## src/rtl/alu.sv

```systemverilog
// alu: 32-bit execution-stage ALU with registered result, zero and
// signed-overflow flags. One operation is accepted per clock, with a
// latency of one cycle.
module alu (
  input  logic        clk,
  input  logic        rst,
  input  logic [31:0] A,
  input  logic [31:0] B,
  input  logic [2:0]  ALU_OP,
  output logic [31:0] F,
  output logic        ZF,
  output logic        OF
);

  typedef enum logic [2:0] {
    OP_AND = 3'b000,
    OP_OR  = 3'b001,
    OP_XOR = 3'b010,
    OP_NOR = 3'b011,
    OP_ADD = 3'b100,
    OP_SUB = 3'b101,
    OP_SLT = 3'b110,
    OP_SLL = 3'b111
  } alu_op_e;

  // Addition wraps modulo 2^32. The carry-out is dropped because there is
  // no carry flag.
  function automatic logic signed [31:0] add_wrap(input logic signed [31:0] a,
                                                  input logic signed [31:0] b);
    return a + b;
  endfunction

  // Subtraction wraps modulo 2^32.
  function automatic logic signed [31:0] sub_wrap(input logic signed [31:0] a,
                                                  input logic signed [31:0] b);
    return a - b;
  endfunction

  // Overflow on addition: both operands have the same sign and the sum has
  // the opposite sign.
  function automatic logic add_ovf(input logic signed [31:0] a,
                                   input logic signed [31:0] b,
                                   input logic signed [31:0] r);
    return (a[31] == b[31]) && (r[31] != a[31]);
  endfunction

  // Overflow on subtraction: the operands differ in sign and the result
  // does not take the sign of the minuend.
  function automatic logic sub_ovf(input logic signed [31:0] a,
                                   input logic signed [31:0] b,
                                   input logic signed [31:0] r);
    return (a[31] != b[31]) && (r[31] != a[31]);
  endfunction

  logic signed [31:0] a_s;
  logic signed [31:0] b_s;
  logic signed [31:0] sum_s;
  logic signed [31:0] diff_s;
  alu_op_e            op;

  logic [31:0] f_d,  f_q;
  logic        zf_d, zf_q;
  logic        of_d, of_q;

  assign a_s    = A;
  assign b_s    = B;
  assign op     = alu_op_e'(ALU_OP);
  assign sum_s  = add_wrap(a_s, b_s);
  assign diff_s = sub_wrap(a_s, b_s);

  // Combinational result and flags for the operation presented this cycle.
  always_comb begin
    f_d  = '0;
    of_d = 1'b0;
    unique case (op)
      OP_AND: f_d = A & B;
      OP_OR:  f_d = A | B;
      OP_XOR: f_d = A ^ B;
      OP_NOR: f_d = ~(A | B);
      OP_ADD: begin
        f_d  = sum_s;
        of_d = add_ovf(a_s, b_s, sum_s);
      end
      OP_SUB: begin
        f_d  = diff_s;
        of_d = sub_ovf(a_s, b_s, diff_s);
      end
      // SLT uses a true signed comparison. Taking the sign of diff_s would
      // give the wrong answer whenever the subtraction overflows.
      OP_SLT: f_d = {31'd0, (a_s < b_s)};
      OP_SLL: f_d = B << A[4:0];
      default: begin
        f_d  = '0;
        of_d = 1'b0;
      end
    endcase
    zf_d = (f_d == 32'd0);
  end

  // Result and flag registers. Reset loads a zero result, so ZF is set to match.
  always_ff @(posedge clk) begin
    if (rst) begin
      f_q  <= '0;
      zf_q <= 1'b1;
      of_q <= 1'b0;
    end else begin
      f_q  <= f_d;
      zf_q <= zf_d;
      of_q <= of_d;
    end
  end

  assign F  = f_q;
  assign ZF = zf_q;
  assign OF = of_q;

endmodule

```

## config.mk

```make
export PLATFORM = sky130hd
export DESIGN_NAME = alu
export DESIGN_NICKNAME = d
export VERILOG_FILES = /design/src/rtl/alu.sv
export SDC_FILE = /design/constraint.sdc
export NUM_CORES = 1
export LEC_CHECK = 0
export CAP_MARGIN = 10
export CORE_MARGIN = 3
export CORE_UTILIZATION = 30
export CTS_BUF_LIST = sky130_fd_sc_hd__clkbuf_4 sky130_fd_sc_hd__clkbuf_8
export CTS_CLUSTER_DIAMETER = 100
export CTS_CLUSTER_SIZE = 30
export DETAILED_ROUTE_END_ITERATION = 10
export PLACE_DENSITY = 0.57
export SETUP_SLACK_MARGIN = 0.1
export SYNTH_ARGS = -nofsm -noshare
export SYNTH_HDL_FRONTEND = slang
export SYNTH_SLANG_ARGS = --single-unit
```

## constraint.sdc

```tcl
create_clock -name clk -period 7.3 [get_ports clk]
set_clock_uncertainty 0.1 [all_clocks]
set_input_delay 0.73 -clock clk [delete_from_list [all_inputs] [get_ports clk]]
set_output_delay 0.73 -clock clk [all_outputs]
set_load 0.05 [all_outputs]
```

# Yosys cells after proc, flatten, opt, wreduce, memory -nomap -nowiden
# Cells that the tools add are included.
[op_classes] addsub=2 magnitude_cmp=1 eq_ne=11 shift=1 mux=2 bitwise=4 reduce_logical=4
[op_table] operator="32-bit case mux with 8 select lines" count=1
[op_table] operator="32-bit adder" count=1
[op_table] operator="32-bit bitwise AND" count=1
[op_table] operator="32-bit logical NOT" count=1
[op_table] operator="32-bit < comparator" count=1
[op_table] operator="32-bit NOT" count=1
[op_table] operator="32-bit bitwise OR" count=1
[op_table] operator="32-bit by 5-bit << shifter with 32-bit output" count=1
[op_table] operator="32-bit subtractor" count=1
[op_table] operator="32-bit bitwise XOR" count=1
[op_table] operator="3-bit equality test, second input constant" count=4
[op_table] operator="3-bit by 2-bit equality test with 1-bit output, second input constant" count=2
[op_table] operator="3-bit by 1-bit equality test with 1-bit output, second input constant" count=1
[op_table] operator="3-bit logical NOT" count=1
[op_table] operator="1-bit != test" count=3
[op_table] operator="1-bit logical AND" count=2
[op_table] operator="1-bit case mux with 2 select lines" count=1
[op_table] operator="1-bit equality test" count=1
[word_totals] regBits=34 in_bits=69 out_inout_bits=34 elab_cells=28

# Depth between registers and ports, before layout
# Gate-level depths: netlist (run 1).
[depth] depth_word=4 mapped_depth=18 mapped_depth_nobuf=14

# Least setup slack after synthesis (run 1)
# Ideal clock, no wire load.
[synth_timing] path_kind="input-to-reg" startpoint="input A[0]" endpoint="register zf_q (netlist: ZF)" setup_ns=0.084 t_arrival_ns=4.359 t_required_ns=7.116 slack_ns=2.756 stages=18 path_buffers=4 cell_sequence="buf_6 -> buf_12 -> buf_6 -> buf_4 -> inv_1 -> ha_1 -> fa_1 -> nor2_1 -> o311a_1 -> o21a_1 -> a21oi_2 -> o21a_1 -> o31ai_1 -> mux2i_1 -> a221o_1 -> a2111oi_2 -> nand4_1 -> o31ai_2"
[synth_via] elab_chain_cells=4
[synth_rtl] element="start: declaration" line="7" text="input logic [31:0] A,"
[synth_rtl] element="branches (longest 2 deep; another with 32-bit subtractor)"
[synth_rtl] element="32-bit case mux with 8 select lines *" line="75" text="unique case (op)"
[synth_rtl] element="32-bit logical NOT *" line="97" text="zf_d = (f_d == 32'd0);"
[synth_rtl] element="end signal: assignment" line="108" text="zf_q <= zf_d;"
[synth_rtl] element="end: declaration" line="62" text="logic zf_d, zf_q;"
# Mark *: on every way between the ends.
# A chain may end at the register's enable or synchronous reset.

# Worst setup path after layout (run 1)
[layout_timing] startpoint="input A[2]" endpoint="register zf_q (netlist: ZF)"
# The elaborated chain is that of the path after synthesis.

==> impl_metrics.yaml, run 1 <==
sta:
  timing.fmax_mhz: 187
  slew_headroom_pct: 24.2
  worst_slew_pin_slew_ns: 1.12
  hold_slack_ns: 1.19
  period_share_pct: 73.3
  hold_viol: 0
  finalMaxSlewViolations: 0
  rsz0062_at_grt: "no"
  final.min_clock_period_ns: 5.35
  tns_ns: 0
  setup-violations-final: 0
placed_design:
  hpwl_mm: 31.0
  io_buffer_count: 102
  gp_congestion: 0.987
  placed_cell_area_um2: 10000
worst_setup_path:
  cpPeakStageDelay_ns: 0.65
  crit_chain: "buf_2 -> inv_2 -> ha_1 -> nor2b_1 -> o221ai_1 -> o21ai_0 -> o21a_1 -> o31ai_1 -> o21bai_1 -> xnor2_1 -> a221o_1 -> a2111oi_2 -> nand4_1 -> o31ai_2"
  slowest_stage: "buf_2"
  worst-path-max-fanout: 43
  crit_start: "A[2]"
  required_ns: 7.41
  cp-end-kind: "flip-flop"
  crit_type: "in -> reg"
  arrival_ns: 5.46
  worstSetupStartpointType: "input port"
global_route:
  grt_pass1_wl_mm: 58.5
  antenna_found_initial: 1
  grt_pass1_vias: 9365
  grt_max_degree: 47
  grt_overflow: 0
  grt_use_total_pct: 24.0
drt:
  drc: 0
  drt-initial-drc-count: 1200
  wl_met2_mm: 16.4
  wl_met1_mm: 17.5
  routed-via-count: 9917
  top_layer_used: "met5"
  firstDrtPassIters: 6
  wl_per_cell_um: 24.0
  wl_mm: 38.6
  antenna_left: 0
  via_per_inst: 6.16
  route.met3.wl_mm: 3.71
power:
  ir_drop_mv: 0.0649
  p_leak_uw: 0.00416
  power_density_nw_per_um2: 116
layout:
  diodes: 0
  drive_gt1_share_pct: 7.70
  syn2layout_area_growth_pct: 15.3
  fin_nets: 1406
  nFillCells: 3039
  final_area_um2: 10100
clock_tree:
  cts_resized: 0
  ctsHtreeMaxLevel: 2
  ctsHoldBuffers: 0
  cts_setup_buffers: 0
  clockBufferDepth: 2
  cts_buffers: 5
  cts_root_buf: "clkbuf_8"
  path_clk_slew_ns: 0.07
  cts.sinks: 34
  cts_tree: "yes"
floorplan:
  ios: 103
  row_count: 61
  dieHeight_um: 177
  design.core.area_um2: 28300
  initial_utilization_pct: 31.0
  die_x_um: 177
  dieArea_um2: 31300
yosys:
  yosysTopAreaCellShare_pct: 14.7
  synth_top_area_cell: "ha_1"
  synthFlopType: "dfxtp_1"
  synth_cells: 1188
  ys_ff_latch: 34
  syn_area_um2: 8770
  yosys_warnings: 0
  synth_area_leaders: "ha_1 (15%), dfxtp_1 (7.8%), mux4_2 (6.4%)"
  synth-edff-count: 0
  synth_nets: 1362
  synth_cell_types: 87
  yosysSeqAreaShare_pct: 7.76
  avgSynthCellArea_um2: 7.39
  async_reset_ff_share_pct: 0
flow_run:
  drv_cap: 0
hold_path:
  hp-start: "ALU_OP[1]"
  min_path_type: "in -> reg"
run_status:
  status: "finished clean"
## synthesized netlist by cell type, types with 9 or more instances
cell and count:
nor3_1 27, nand3_1 30, nand4_1 15, and3_1 10, o22ai_1 16, o21bai_1 9
nand2b_1 11, a221oi_1 26, o21a_1 9, a21o_1 13, nor4_1 11, ha_1 103
xnor2_1 19, o211ai_1 19, a21oi_1 96, mux2_2 9, nand2_1 87, mux2i_1 52
inv_1 93, nor2_1 105, buf_1 10, and2_1 15, dfxtp_1 34, buf_2 20
clkbuf_1 51, a211oi_1 13, o21ai_0 60, a31oi_1 13, o31ai_1 17, mux4_2 25
nor2b_1 11
## layout by cell type, fill, tap and decap left out, types with 27 or more instances in the layout
cell,count
nor2_1,105
ha_1,103
clkdlybuf4s50_1,97
a21oi_1,96
inv_1,93
nand2_1,86
o21ai_0,60
mux2i_1,52
dfxtp_1,34
nand3_1,30
nor3_1,27
## cell families after synthesis
| group | count (synthesis) | share of synthesized area (%) |
|---|---|---|
| AO/OA/AOI/OAI | 396 | 31.4 |
| AND/OR/NAND/NOR | 356 | 19.6 |
| buffers and inverters | 182 | 8.49 |
| adder cells (fa/ha/maj) | 105 | 15.1 |
| multiplexers | 93 | 15.4 |
| flip-flops | 34 | 7.76 |
| XOR/XNOR | 22 | 2.20 |
## power by group
part / leakage [uW] / internal [uW] / switching, uW
Clock: 0.0000472 / 75.7 / 71.8
Combinational: 0.00383 / 294 / 526
Sequential: 0.000282 / 203 / 4.43
## registers in the layout, summed over array words and instances, names as in the netlist
name	flops
F	32
OF	1
ZF	1
## layer usage
metal / track usage [%] / up-vias
li1: - / 4530
met1: 35.6 / 4782
met2: 36.1 / 540
met3: 3.78 / 63
met4: 6.28 / 2
met5: 0 / -
## metrics by stage
stage / total power [uW] / std cells / worst slack (ns) / utilization, %
finish: 1180 / 1611 / 1.95 / 35.7
global route: 1250 / 1611 / 1.70 / 35.7
CTS: 1160 / 1611 / 2.02 / 35.7
detailed placement: 1010 / 1603 / 1.75 / 35.4
global placement: 1010 / 1603 / 1.82 / 35.4
floorplan: 738 / 1188 / 2.76 / -
## layout make-up
class	instances	area, um2	share of cell area [%]
Clock buffer	6	82.6	0.817
Clock inverter	2	12.5	0.124
Inverter	96	360	3.56
Multi-Input combinational cell	972	7350	72.7
Sequential cell	34	681	6.73
Tap cell	378	473	4.68
Timing Repair Buffer	123	1150	11.4
## worst paths after layout
check,endpoint,depth (start not counted)
worst max-delay path,ZF,14
worst min-delay path,F[1],4
## critical path, delay by kind of cell
family | cells | cell delay [ns]
compound gates | 8 | 2.67
buf+inv | 2 | 1.03
fa+ha+maj | 1 | 0.51
simple gates | 2 | 0.35
xor+xnor | 1 | 0.15
No activity file was read; power rests on OpenSTA's default activity.
==> inputs of run 2 (changes only) <==
Settings changed: PLACE_DENSITY 0.57 to 0.59.
Clock period 7.3 ns to 4.7 ns, I/O delays scaled along.
==> impl_metrics.yaml, run 2 (synthesized netlist as in run 1, its figures left out) <==
sta:
  timing.fmax_mhz: 228
  period_share_pct: 93.4
  final.min_clock_period_ns: 4.39
  finalMaxSlewViolations: 0
  setup-violations-final: 0
  tns_ns: 0
  slew_headroom_pct: 32.9
  hold_viol: 0
  rsz0062_at_grt: "no"
  worst_slew_pin_slew_ns: 0.994
  worst_slack_ns: 0.308
layout:
  fin_nets: 1520
  final_area_um2: 11000
  syn2layout_area_growth_pct: 25.3
  drive_gt1_share_pct: 15.7
  final_cell_mix: "buf_4 (135), nor2_1 (105), ha_1 (103), clkdlybuf4s50_1 (97), a21oi_1 (95)"
  ff_latch_area_um2: 681
  final_common_cell: "buf_4"
  nFillCells: 2992
  multi_input_area_um2: 7370
  largest_register_ffs: 32
flow_run:
  drv_cap: 0
clock_tree:
  path_clk_slew_ns: 0.07
  cts_buffers: 5
  clockBufferDepth: 2
  ctsHoldBuffers: 0
  cts.sinks: 34
  cts_root_buf: "clkbuf_8"
  cts_tree: "yes"
  cts_setup_buffers: 0
  ctsHtreeMaxLevel: 2
placed_design:
  gp_congestion: 1.03
  placed_cell_area_um2: 10900
  pre_cts_ws_ns: -0.138
  hpwl_mm: 33.8
  io_buffer_count: 102
power:
  ir_drop_mv: 0.0773
  power_density_nw_per_um2: 178
  p_leak_uw: 0.00470
drt:
  drc: 0
  via_per_inst: 5.94
  routed-via-count: 10251
  wl_mm: 40.6
  antenna_left: 0
  wl_per_cell_um: 23.5
  firstDrtPassIters: 6
  drt-initial-drc-count: 1176
floorplan:
  design.core.area_um2: 28300
  ios: 103
  row_count: 61
  dieHeight_um: 177
  die_x_um: 177
  initial_utilization_pct: 31.0
  dieArea_um2: 31300
hold_path:
  min_path_type: "in -> reg"
  hp-start: "rst"
worst_setup_path:
  crit_start: "B[9]"
  cp-end-kind: "flip-flop"
  arrival_ns: 4.52
  crit_type: "in -> reg"
  worstSetupStartpointType: "input port"
  worst-path-max-fanout: 3
  critPathCapture: "ZF"
  required_ns: 4.83
global_route:
  grt_overflow: 0
  grt_use_total_pct: 25.2
  antenna_found_initial: 0
  grt_pass1_vias: 9581
  grt_max_degree: 41
  grt_pass1_wl_mm: 60.6
run_status:
  status: "finished clean"
## run 2: area by class of cell
cell class	instances	area share, %
Multi-Input combinational cell	972	67.1
Timing Repair Buffer	237	18.3
Sequential cell	34	6.19
Tap cell	378	4.30
Inverter	96	3.28
Clock buffer	6	0.751
Clock inverter	2	0.114
Antenna cell	1	0.0228
## run 2: metrics by stage
step | hold WS, ns | instances | power, uW | utilization, %
2_1_floorplan | 0.449 | 1188 | 1150 | -
3_3_place_gp | 1.16 | 1717 | 1690 | 38.4
3_5_place_dp | 1.15 | 1717 | 1680 | 38.4
4_1_cts | 0.825 | 1725 | 1930 | 38.7
5_1_grt | 0.847 | 1725 | 2070 | 38.8
6_report | 0.829 | 1726 | 1950 | 38.8
## run 2: routing by layer
metal | part of all wire, % | up-vias | global-route usage, %
met5 | 0 | - | 0
met4 | 2.4 | 0 | 6.32
met3 | 10 | 59 | 5.30
met2 | 41 | 535 | 35.7
met1 | 47 | 4894 | 38.5
li1 | - | 4763 | -
## run 2: power breakdown
part	switching, uW	internal, uW
clock	116	118
combinational	850	547
sequential	6.75	315
total	973	980
## run 2: worst min path at each step
| stage | slack (ns) | to | cells after the start |
|---|---|---|---|
| floorplan | 0.45 | F[22] | 1 |
| global placement | 1.16 | F[0] | 3 |
| detailed placement | 1.15 | F[30] | 3 |
| CTS | 0.82 | F[30] | 3 |
| global route | 0.85 | F[20] | 3 |
| finish | 0.83 | F[30] | 3 |
## run 2: repair_timing
item / in CTS / in global routing
resized for setup: 0 / 6
setup endpoints to repair: 0 / 1
hold endpoints to repair: 0 / 0
## run 2: worst max-delay path: stages
cell	delay, ns
clkdlybuf4s50_1	0.60
inv_1	0.10
ha_1	0.32
or3_1	0.37
or3_1	0.32
a211o_1	0.26
a21oi_2	0.26
mux2i_1	0.24
o221ai_1	0.26
o32ai_2	0.35
o2111ai_1	0.19
nor4_2	0.41
nand4_1	0.15
o31ai_2	0.22
